File: src/rtl/div_period_monitor_if.sv
// Bus bundle between the divided-clock period monitor and whatever drives or observes it.
// The master side supplies the control and the clock under test; the slave side is the monitor.
interface div_period_monitor_if #(
    parameter int WIDTH = 8,
    parameter int ERR_W = 8
);
    logic             enable;
    logic             clear;
    logic [WIDTH-1:0] n;
    logic             div_in;
    logic [WIDTH:0]   period;
    logic [WIDTH:0]   high_time;
    logic             meas_valid;
    logic             locked;
    logic             err;
    logic [ERR_W-1:0] err_cnt;

    modport master (
        output enable, clear, n, div_in,
        input  period, high_time, meas_valid, locked, err, err_cnt
    );

    modport slave (
        input  enable, clear, n, div_in,
        output period, high_time, meas_valid, locked, err, err_cnt
    );
endinterface

File: src/rtl/div_period_monitor.sv
// Measures period and high time of a synchronously generated divided clock against the expected
// even divide factor, reporting lock, a sticky error flag and a saturating error count.
//
// state   | meaning
// IDLE    | disabled or divide factor not checkable; counters held at zero
// SYNC    | waiting for a rising edge to align the measurement window
// MEASURE | checking each period, fewer than LOCK_COUNT consecutive matches
// LOCKED  | LOCK_COUNT or more consecutive matching periods
module div_period_monitor #(
    parameter int WIDTH      = 8,
    parameter int LOCK_COUNT = 3,
    parameter int ERR_W      = 8
) (
    input  logic                 clk_i,
    input  logic                 reset_i,
    div_period_monitor_if.slave  mon_if
);
    localparam int CW = WIDTH + 1;
    localparam int MW = 4;

    typedef enum logic [1:0] {IDLE, SYNC, MEASURE, LOCKED} state_t;

    state_t           state_q, state_d;
    logic             div_q;
    logic [WIDTH-1:0] n_q, n_d;
    logic [CW-1:0]    pcnt_q, pcnt_d;
    logic [CW-1:0]    hcnt_q, hcnt_d;
    logic [MW-1:0]    match_q, match_d;
    logic [CW-1:0]    period_q, period_d;
    logic [CW-1:0]    high_q, high_d;
    logic             meas_q, meas_d;
    logic             locked_q, locked_d;
    logic             err_q, err_d;
    logic [ERR_W-1:0] err_cnt_q, err_cnt_d;

    logic          rise, n_ok, n_chg, evaluate, meas, hit, stall, err_evt, lock_hit;
    logic [CW-1:0] exp_p, exp_h, stall_lim;
    logic [MW-1:0] match_inc;

    assign rise      = mon_if.div_in & ~div_q;
    assign n_ok      = (mon_if.n >= WIDTH'(2)) && !mon_if.n[0];
    assign n_chg     = (state_q != IDLE) && (mon_if.n != n_q);
    assign evaluate  = mon_if.enable && !n_chg && ((state_q == MEASURE) || (state_q == LOCKED));
    assign exp_p     = {1'b0, n_q};
    assign exp_h     = {2'b00, n_q[WIDTH-1:1]};
    assign stall_lim = {n_q, 1'b0};
    assign meas      = evaluate && rise;
    assign hit       = (pcnt_q == exp_p) && (hcnt_q == exp_h);
    // A stall only fires from MEASURE/LOCKED and moves to SYNC, so it cannot repeat until a rise.
    assign stall     = evaluate && !rise && (pcnt_q > stall_lim);
    assign err_evt   = (meas && !hit) || stall;
    assign match_inc = (match_q == MW'(LOCK_COUNT)) ? match_q : match_q + 1'b1;
    assign lock_hit  = (match_inc == MW'(LOCK_COUNT));

    always_ff @(posedge clk_i) begin
        if (reset_i) begin
            state_q   <= IDLE;
            div_q     <= 1'b0;
            n_q       <= '0;
            pcnt_q    <= '0;
            hcnt_q    <= '0;
            match_q   <= '0;
            period_q  <= '0;
            high_q    <= '0;
            meas_q    <= 1'b0;
            locked_q  <= 1'b0;
            err_q     <= 1'b0;
            err_cnt_q <= '0;
        end else begin
            state_q   <= state_d;
            div_q     <= mon_if.div_in;
            n_q       <= n_d;
            pcnt_q    <= pcnt_d;
            hcnt_q    <= hcnt_d;
            match_q   <= match_d;
            period_q  <= period_d;
            high_q    <= high_d;
            meas_q    <= meas_d;
            locked_q  <= locked_d;
            err_q     <= err_d;
            err_cnt_q <= err_cnt_d;
        end
    end

    always_comb begin
        state_d = state_q;
        if (!mon_if.enable) begin
            state_d = IDLE;
        end else if (state_q == IDLE) begin
            if (n_ok) state_d = SYNC;
        end else if (n_chg) begin
            state_d = n_ok ? SYNC : IDLE;
        end else begin
            case (state_q)
                SYNC:            if (rise) state_d = MEASURE;
                MEASURE, LOCKED: begin
                    if (meas)       state_d = (hit && lock_hit) ? LOCKED : MEASURE;
                    else if (stall) state_d = SYNC;
                end
                default:         state_d = IDLE;
            endcase
        end
    end

    always_comb begin
        n_d       = (state_q == IDLE || n_chg) ? mon_if.n : n_q;
        pcnt_d    = pcnt_q;
        hcnt_d    = hcnt_q;
        match_d   = match_q;
        period_d  = period_q;
        high_d    = high_q;
        meas_d    = meas;
        locked_d  = (state_d == LOCKED);
        err_d     = err_q;
        err_cnt_d = err_cnt_q;

        if (state_q == IDLE) begin
            pcnt_d = '0;
            hcnt_d = '0;
        end else if (rise) begin
            pcnt_d = CW'(1);
            hcnt_d = CW'(1);
        end else begin
            if (!(&pcnt_q))                    pcnt_d = pcnt_q + 1'b1;
            if (mon_if.div_in && !(&hcnt_q))   hcnt_d = hcnt_q + 1'b1;
        end

        if (meas && hit)                               match_d = match_inc;
        else if (meas || state_d == IDLE || state_d == SYNC) match_d = '0;

        if (meas) begin
            period_d = pcnt_q;
            high_d   = hcnt_q;
        end

        // An error event in the same cycle as clear restarts the count at one.
        if (err_evt) begin
            err_d     = 1'b1;
            err_cnt_d = mon_if.clear ? ERR_W'(1) : ((&err_cnt_q) ? err_cnt_q : err_cnt_q + 1'b1);
        end else if (mon_if.clear) begin
            err_d     = 1'b0;
            err_cnt_d = '0;
        end
    end

    assign mon_if.period     = period_q;
    assign mon_if.high_time  = high_q;
    assign mon_if.meas_valid = meas_q;
    assign mon_if.locked     = locked_q;
    assign mon_if.err        = err_q;
    assign mon_if.err_cnt    = err_cnt_q;
endmodule

File: src/flat_wrapper.sv
// flat-port wrapper written by rule: the top's interface ports become plain ports
module div_period_monitor_flat 
#(
    parameter int WIDTH      = 8,
    parameter int LOCK_COUNT = 3,
    parameter int ERR_W      = 8
)
  (clk_i, reset_i, mon_if_enable, mon_if_clear, mon_if_n, mon_if_div_in, mon_if_period, mon_if_high_time, mon_if_meas_valid, mon_if_locked, mon_if_err, mon_if_err_cnt);
  div_period_monitor_if #(.WIDTH(WIDTH), .ERR_W(ERR_W)) mon_if_i ();
  input  logic clk_i;
  input  logic reset_i;
  input wire logic [$bits(mon_if_i.enable)-1:0] mon_if_enable;
  input wire logic [$bits(mon_if_i.clear)-1:0] mon_if_clear;
  input wire logic [$bits(mon_if_i.n)-1:0] mon_if_n;
  input wire logic [$bits(mon_if_i.div_in)-1:0] mon_if_div_in;
  output wire logic [$bits(mon_if_i.period)-1:0] mon_if_period;
  output wire logic [$bits(mon_if_i.high_time)-1:0] mon_if_high_time;
  output wire logic [$bits(mon_if_i.meas_valid)-1:0] mon_if_meas_valid;
  output wire logic [$bits(mon_if_i.locked)-1:0] mon_if_locked;
  output wire logic [$bits(mon_if_i.err)-1:0] mon_if_err;
  output wire logic [$bits(mon_if_i.err_cnt)-1:0] mon_if_err_cnt;
  assign mon_if_i.enable = mon_if_enable;
  assign mon_if_i.clear = mon_if_clear;
  assign mon_if_i.n = mon_if_n;
  assign mon_if_i.div_in = mon_if_div_in;
  assign mon_if_period = mon_if_i.period;
  assign mon_if_high_time = mon_if_i.high_time;
  assign mon_if_meas_valid = mon_if_i.meas_valid;
  assign mon_if_locked = mon_if_i.locked;
  assign mon_if_err = mon_if_i.err;
  assign mon_if_err_cnt = mon_if_i.err_cnt;
  div_period_monitor #(.WIDTH(WIDTH), .LOCK_COUNT(LOCK_COUNT), .ERR_W(ERR_W)) u_core (.clk_i(clk_i), .reset_i(reset_i), .mon_if(mon_if_i));
endmodule
File: config.mk
export PLATFORM = sky130hd
export DESIGN_NAME = div_period_monitor_flat
export DESIGN_NICKNAME = d
export VERILOG_FILES = /design/src/rtl/div_period_monitor_if.sv /design/src/rtl/div_period_monitor.sv /design/src/flat_wrapper.sv
export SDC_FILE = /design/constraint.sdc
export NUM_CORES = 1
export LEC_CHECK = 0
export BUFFER_PORTS_ARGS = -buffer_cell sky130_fd_sc_hd__buf_4
export CORE_MARGIN = 4
export CORE_UTILIZATION = 57
export CTS_CLUSTER_DIAMETER = 100
export DETAILED_ROUTE_END_ITERATION = 8
export GPL_ROUTABILITY_DRIVEN = 0
export MAX_ROUTING_LAYER = met4
export PLACE_DENSITY = 0.79
export REMOVE_ABC_BUFFERS = 1
export SYNTH_ARGS = -nofsm -noshare
export SYNTH_HDL_FRONTEND = slang
export SYNTH_SLANG_ARGS = --single-unit
export TNS_END_PERCENT = 5
File: constraint.sdc
create_clock -name clk_i -period 2.75 [get_ports clk_i]
set_input_delay 0.55 -clock clk_i [delete_from_list [all_inputs] [get_ports clk_i]]
set_output_delay 0.55 -clock clk_i [all_outputs]
set_load 0.02 [all_outputs]
Word-level counts from Yosys, hierarchy flattened
Cells that the tools add are included.
Word-level totals
  flip-flop bits (word level): 62
  input port bits: 13
  output and inout bits: 29
  logic and storage cells: 92
Operators by class
  add/subtract/negate cells: 4
  order comparisons: 2
  equal/unequal tests: 12
  mux-type cells: 23
  bitwise logic cells: 2
  reductions and logical operators: 35
Operators with widths (count)
  $mux W8: 4
  $add A9 B1 Y9 const B: 2
  $reduce_and A9 Y1: 2
  $mux W2: 7
  $logic_and A1 B1 Y1: 12
  $mux W4: 3
  $eq A9 B7 Y1: 1
  $eq A9 B8 Y1: 1
  $gt A9 B9 Y1: 1
  $add A8 B1 Y8 const B: 1
  $eq A4 B2 Y1 const B: 2
  $ge A8 B2 Y1 const B: 1
  $mux W1: 8
  $ne A8 B8 Y1: 1
  $reduce_and A8 Y1: 1
  $reduce_bool A2 Y1: 4
  $eq A2 B2 Y1 const B: 3
  $logic_not A1 Y1: 5
  $logic_or A1 B1 Y1: 5
  $add A4 B1 Y4 const B: 1
  $eq A2 B1 Y1 const B: 2
  $logic_not A2 Y1: 2
  $pmux W2 S2: 1
  $reduce_or A2 Y1: 2
  6 further kinds: 6

Longest topological paths before layout
  word-level depth: 18
  mapped depth: 10

Worst setup path after synthesis
Ideal clock, no wire load.
  kind: reg2reg
  start: reg u_core.n_q[5]
  end: reg u_core.err_cnt_q[7], in the netlist u_core.mon_if.err_cnt[7]
  setup time: 0.116 ns
  arrival: 2.065 ns
  required time: 2.634 ns
  setup slack: 0.569 ns
  stages on the path, launching flop included: 9
  period minus slack after synthesis: 2.181 ns
  cell sequence: dfxtp_1 -> inv_1 -> ha_1 -> nand4_1 -> a211oi_1 -> o31a_1 -> a32oi_4 -> or4_1 -> o211a_1
On the way
  longest elaborated chain between the ends: 10
  elaborated cells on any way between the ends: 18
Ends and longest elaborated chain
  start, declared: line div_period_monitor.sv:25  | logic [WIDTH-1:0] n_q, n_d;
  start signal, assigned: line div_period_monitor.sv:72  | n_q <= n_d;
  branches (longest 7 deep; another with $gt A9 B9 Y1)
  $logic_or A1 B1 Y1 (*): line div_period_monitor.sv:51  | assign err_evt = (meas && !hit) || stall;
  $reduce_bool A2 Y1 (no source line)
  $reduce_and A2 Y1 (no source line)
  end signal, assigned: line div_period_monitor.sv:81  | err_cnt_q <= err_cnt_d;
  end, declared: line div_period_monitor.sv:34  | logic [ERR_W-1:0] err_cnt_q, err_cnt_d;
Every way passes the cells marked *.
A chain may end at the register's enable or synchronous reset.

Worst setup path after layout
Ends and elaborated chain as after synthesis.

==> flow_summary.ini <==
[place]
port_buffers = 41
dp_hpwl_microns = 4880
dp_cells = 463

[hold_path]
hp-class = input port to register
hold_depth = 2

[floorplan]
die_w_microns = 82.0
initial_core_util_pct = 59.9
io_pins = 42
die_y_microns = 82.0
rows = 26
die_area_sq_mm = 0.00672
coreArea_sq_mm = 0.00520

[worst_setup_path]
critical_path_required_ns = 2.99
arrival_ns = 2.70
worstPathMaxFanout = 17
endpoint_kind = register
reg2reg_depth = 8
worst_setup_path_start_kind = register
path_class = register to register

[global_route]
use_met1_pct = 26.3
grt_max_degree = 25
gr-max-usage-layer = met2
grtUsageMet2_pct = 37.4
grt_pass1_wl_microns = 11300
grt.total_usage_pct = 22.5
grt_antenna_before_repair = 0
grt_pass1_vias = 2524
use_met3_pct = 4.39
grt_overflow = 0

[synth]
syn_inst = 365
synth-xor-area-share_pct = 7.26
synth.avg_cell_area_sq_um = 8.55
muxShareOfSynthArea_pct = 1.60
synth_top_family_by_area = simple AND/OR/NAND/NOR gates
yosys_warnings = 0
ys.flop_type = dfxtp_1
seq_area_frac_synth_pct = 39.8
synth-edff-count = 0
ys_types = 52
syn-cell-area_sq_mm = 0.00312
async_flop_share_pct = 0
yosys.area_share.simple_pct = 25.4
ys_ff_latch = 62
synthAdderAreaFrac_pct = 5.62
synth_compound_area_share_pct = 15.2

[pwr]
ir_drop_mv = 0.382
powerDensity_mw_per_mm2 = 525
power.leakage_nw = 1.37

[cts]
clockBufferDepth = 2
cts.sinks = 62
clock_latency_ns = 0.34
h-tree-depth = 3
cts-resized-gates = 0
cts_hold_buf = 0
clk_pin_slew_ns = 0.07
cts_buffers = 9
cts_tree = yes
cts-root-buf = clkbuf_8
post_cts_buffers = 0

[detailed_routing]
wl_per_cell_microns = 14.1
wl_microns = 6750
drt_iter0_drc = 123
drcViolationCount = 0
ant_nets = 0
vias_per_cell = 5.58
num_vias = 2672
dr.pass1.iters = 4

[timing]
worstMarginPinSlew_ns = 0.644
finalSetupViolCount = 0
relSlewSlack_pct = 57.1
fin_crit_ns = 2.46
rsz0062_at_grt = no
post-route-period-util_pct = 89.5
hold_viol = 0
timing.hold.ws_ns = 0.449
skew_ns = 0.00498
fmax_ghz = 0.406
maxSlewViolCount = 0

[layout]
fillCellCount = 424
stdcell_count = 479
fin_nets = 431
area_growth_pct = 18.1
antenna_cells = 0
final_cell_mix = dfxtp_1, nand2_1, buf_4
final_common_cell = dfxtp_1
utilization_pct = 70.8
drive_gt1_share_pct = 19.1

[run_status]
status = finished, final reports clean

[job]
cap_violations = 0
[metrics by stage]
| stage | total power (W) | worst slack [ns] | TNS [ns] | instance area, sq um |
|---|---|---|---|---|
| 2_1_floorplan | 0.000988 | -0.405 | -1.97 | 3010 |
| 3_3_place_gp | 0.00103 | 0.359 | 0 | 3450 |
| 3_5_place_dp | 0.00103 | 0.309 | 0 | 3450 |
| 4_1_cts | 0.00195 | 0.300 | 0 | 3680 |
| 5_1_grt | 0.00200 | 0.106 | 0 | 3680 |
| 6_report | 0.00193 | 0.289 | 0 | 3680 |
[final timing paths]
path,startpoint,to,slack (ns)
max,u_core.n_q[5],u_core.mon_if.err_cnt[7],0.29
min,mon_if_n[3],u_core.n_q[3],0.45
max reg2reg,u_core.n_q[5],u_core.mon_if.err_cnt[7],0.29
min reg2reg,u_core.mon_if.period[0],u_core.mon_if.period[0],0.46
[report_power, final]
group / switching, W / internal [W]
combinational: 0.0000502 / 0.0000461
sequential: 0.0000112 / 0.000906
clock: 0.000337 / 0.000583
[cells by family (layout without fill, tap and decap cells)]
kind of cell / after synthesis / in the layout
xor+xnor: 25 / 25
fa+ha+maj: 14 / 14
mux: 5 / 5
simple gates: 156 / 156
compound gates: 71 / 71
flops: 62 / 62
buf+inv: 32 / 76
[final cells by class]
class | instances | area (sq um) | share of cell area, %
Tap cell | 70 | 87.6 | 2.38
Clock inverter | 3 | 65.1 | 1.77
Sequential cell | 62 | 1240 | 33.7
Inverter | 14 | 52.6 | 1.43
Timing Repair Buffer | 46 | 345 | 9.38
Multi-Input combinational cell | 271 | 1720 | 46.8
Clock buffer | 13 | 169 | 4.59
[sequential cells by signal (all words and copies together), names as in the netlist, 2 cells and up]
register                 flops
u_core.n_q                   8
u_core.state_q               2
u_core.hcnt_q                9
u_core.pcnt_q                9
u_core.match_q               4
u_core.mon_if.err_cnt        8
u_core.mon_if.high_time      9
u_core.mon_if.period         9
[critical path, stage by stage (launching register included)]
cell      delay [ns]
dfxtp_1         0.43
inv_1           0.09
ha_1            0.31
nand4_1         0.13
a211oi_1        0.32
o31a_1          0.23
a32oi_4         0.14
or4_1           0.58
o211a_1         0.14
[synthesized netlist by cell type, types with 3 or more instances]
master | count | area share, %
a211oi_1 | 4 | 0.96
a21oi_1 | 32 | 5.1
and3_1 | 6 | 1.2
buf_6 | 5 | 1.8
clkbuf_1 | 10 | 1.2
dfxtp_1 | 62 | 40
ha_1 | 14 | 5.6
inv_1 | 14 | 1.7
mux2i_1 | 5 | 1.6
nand2_1 | 53 | 6.4
nand2b_1 | 3 | 0.60
nand3_1 | 10 | 1.6
nand4_1 | 11 | 2.2
nor2_1 | 26 | 3.1
nor2b_1 | 14 | 2.8
nor3_1 | 8 | 1.3
nor4_1 | 3 | 0.60
o21ai_0 | 7 | 1.1
o22ai_1 | 4 | 0.80
o31ai_1 | 6 | 1.4
or2_2 | 3 | 0.60
or3_1 | 5 | 1.0
or4_1 | 3 | 0.72
xnor2_1 | 16 | 4.5
xor2_1 | 8 | 2.2
[layer usage]
| layer | wire length, microns | vias up |
|---|---|---|
| met4 | 66 | 0 |
| met1 | 3020 | 1247 |
| met5 | 0 | - |
| li1 | - | 1357 |
| met3 | 304 | 7 |
| met2 | 3360 | 61 |
No activity file was read; power rests on OpenSTA's default activity.
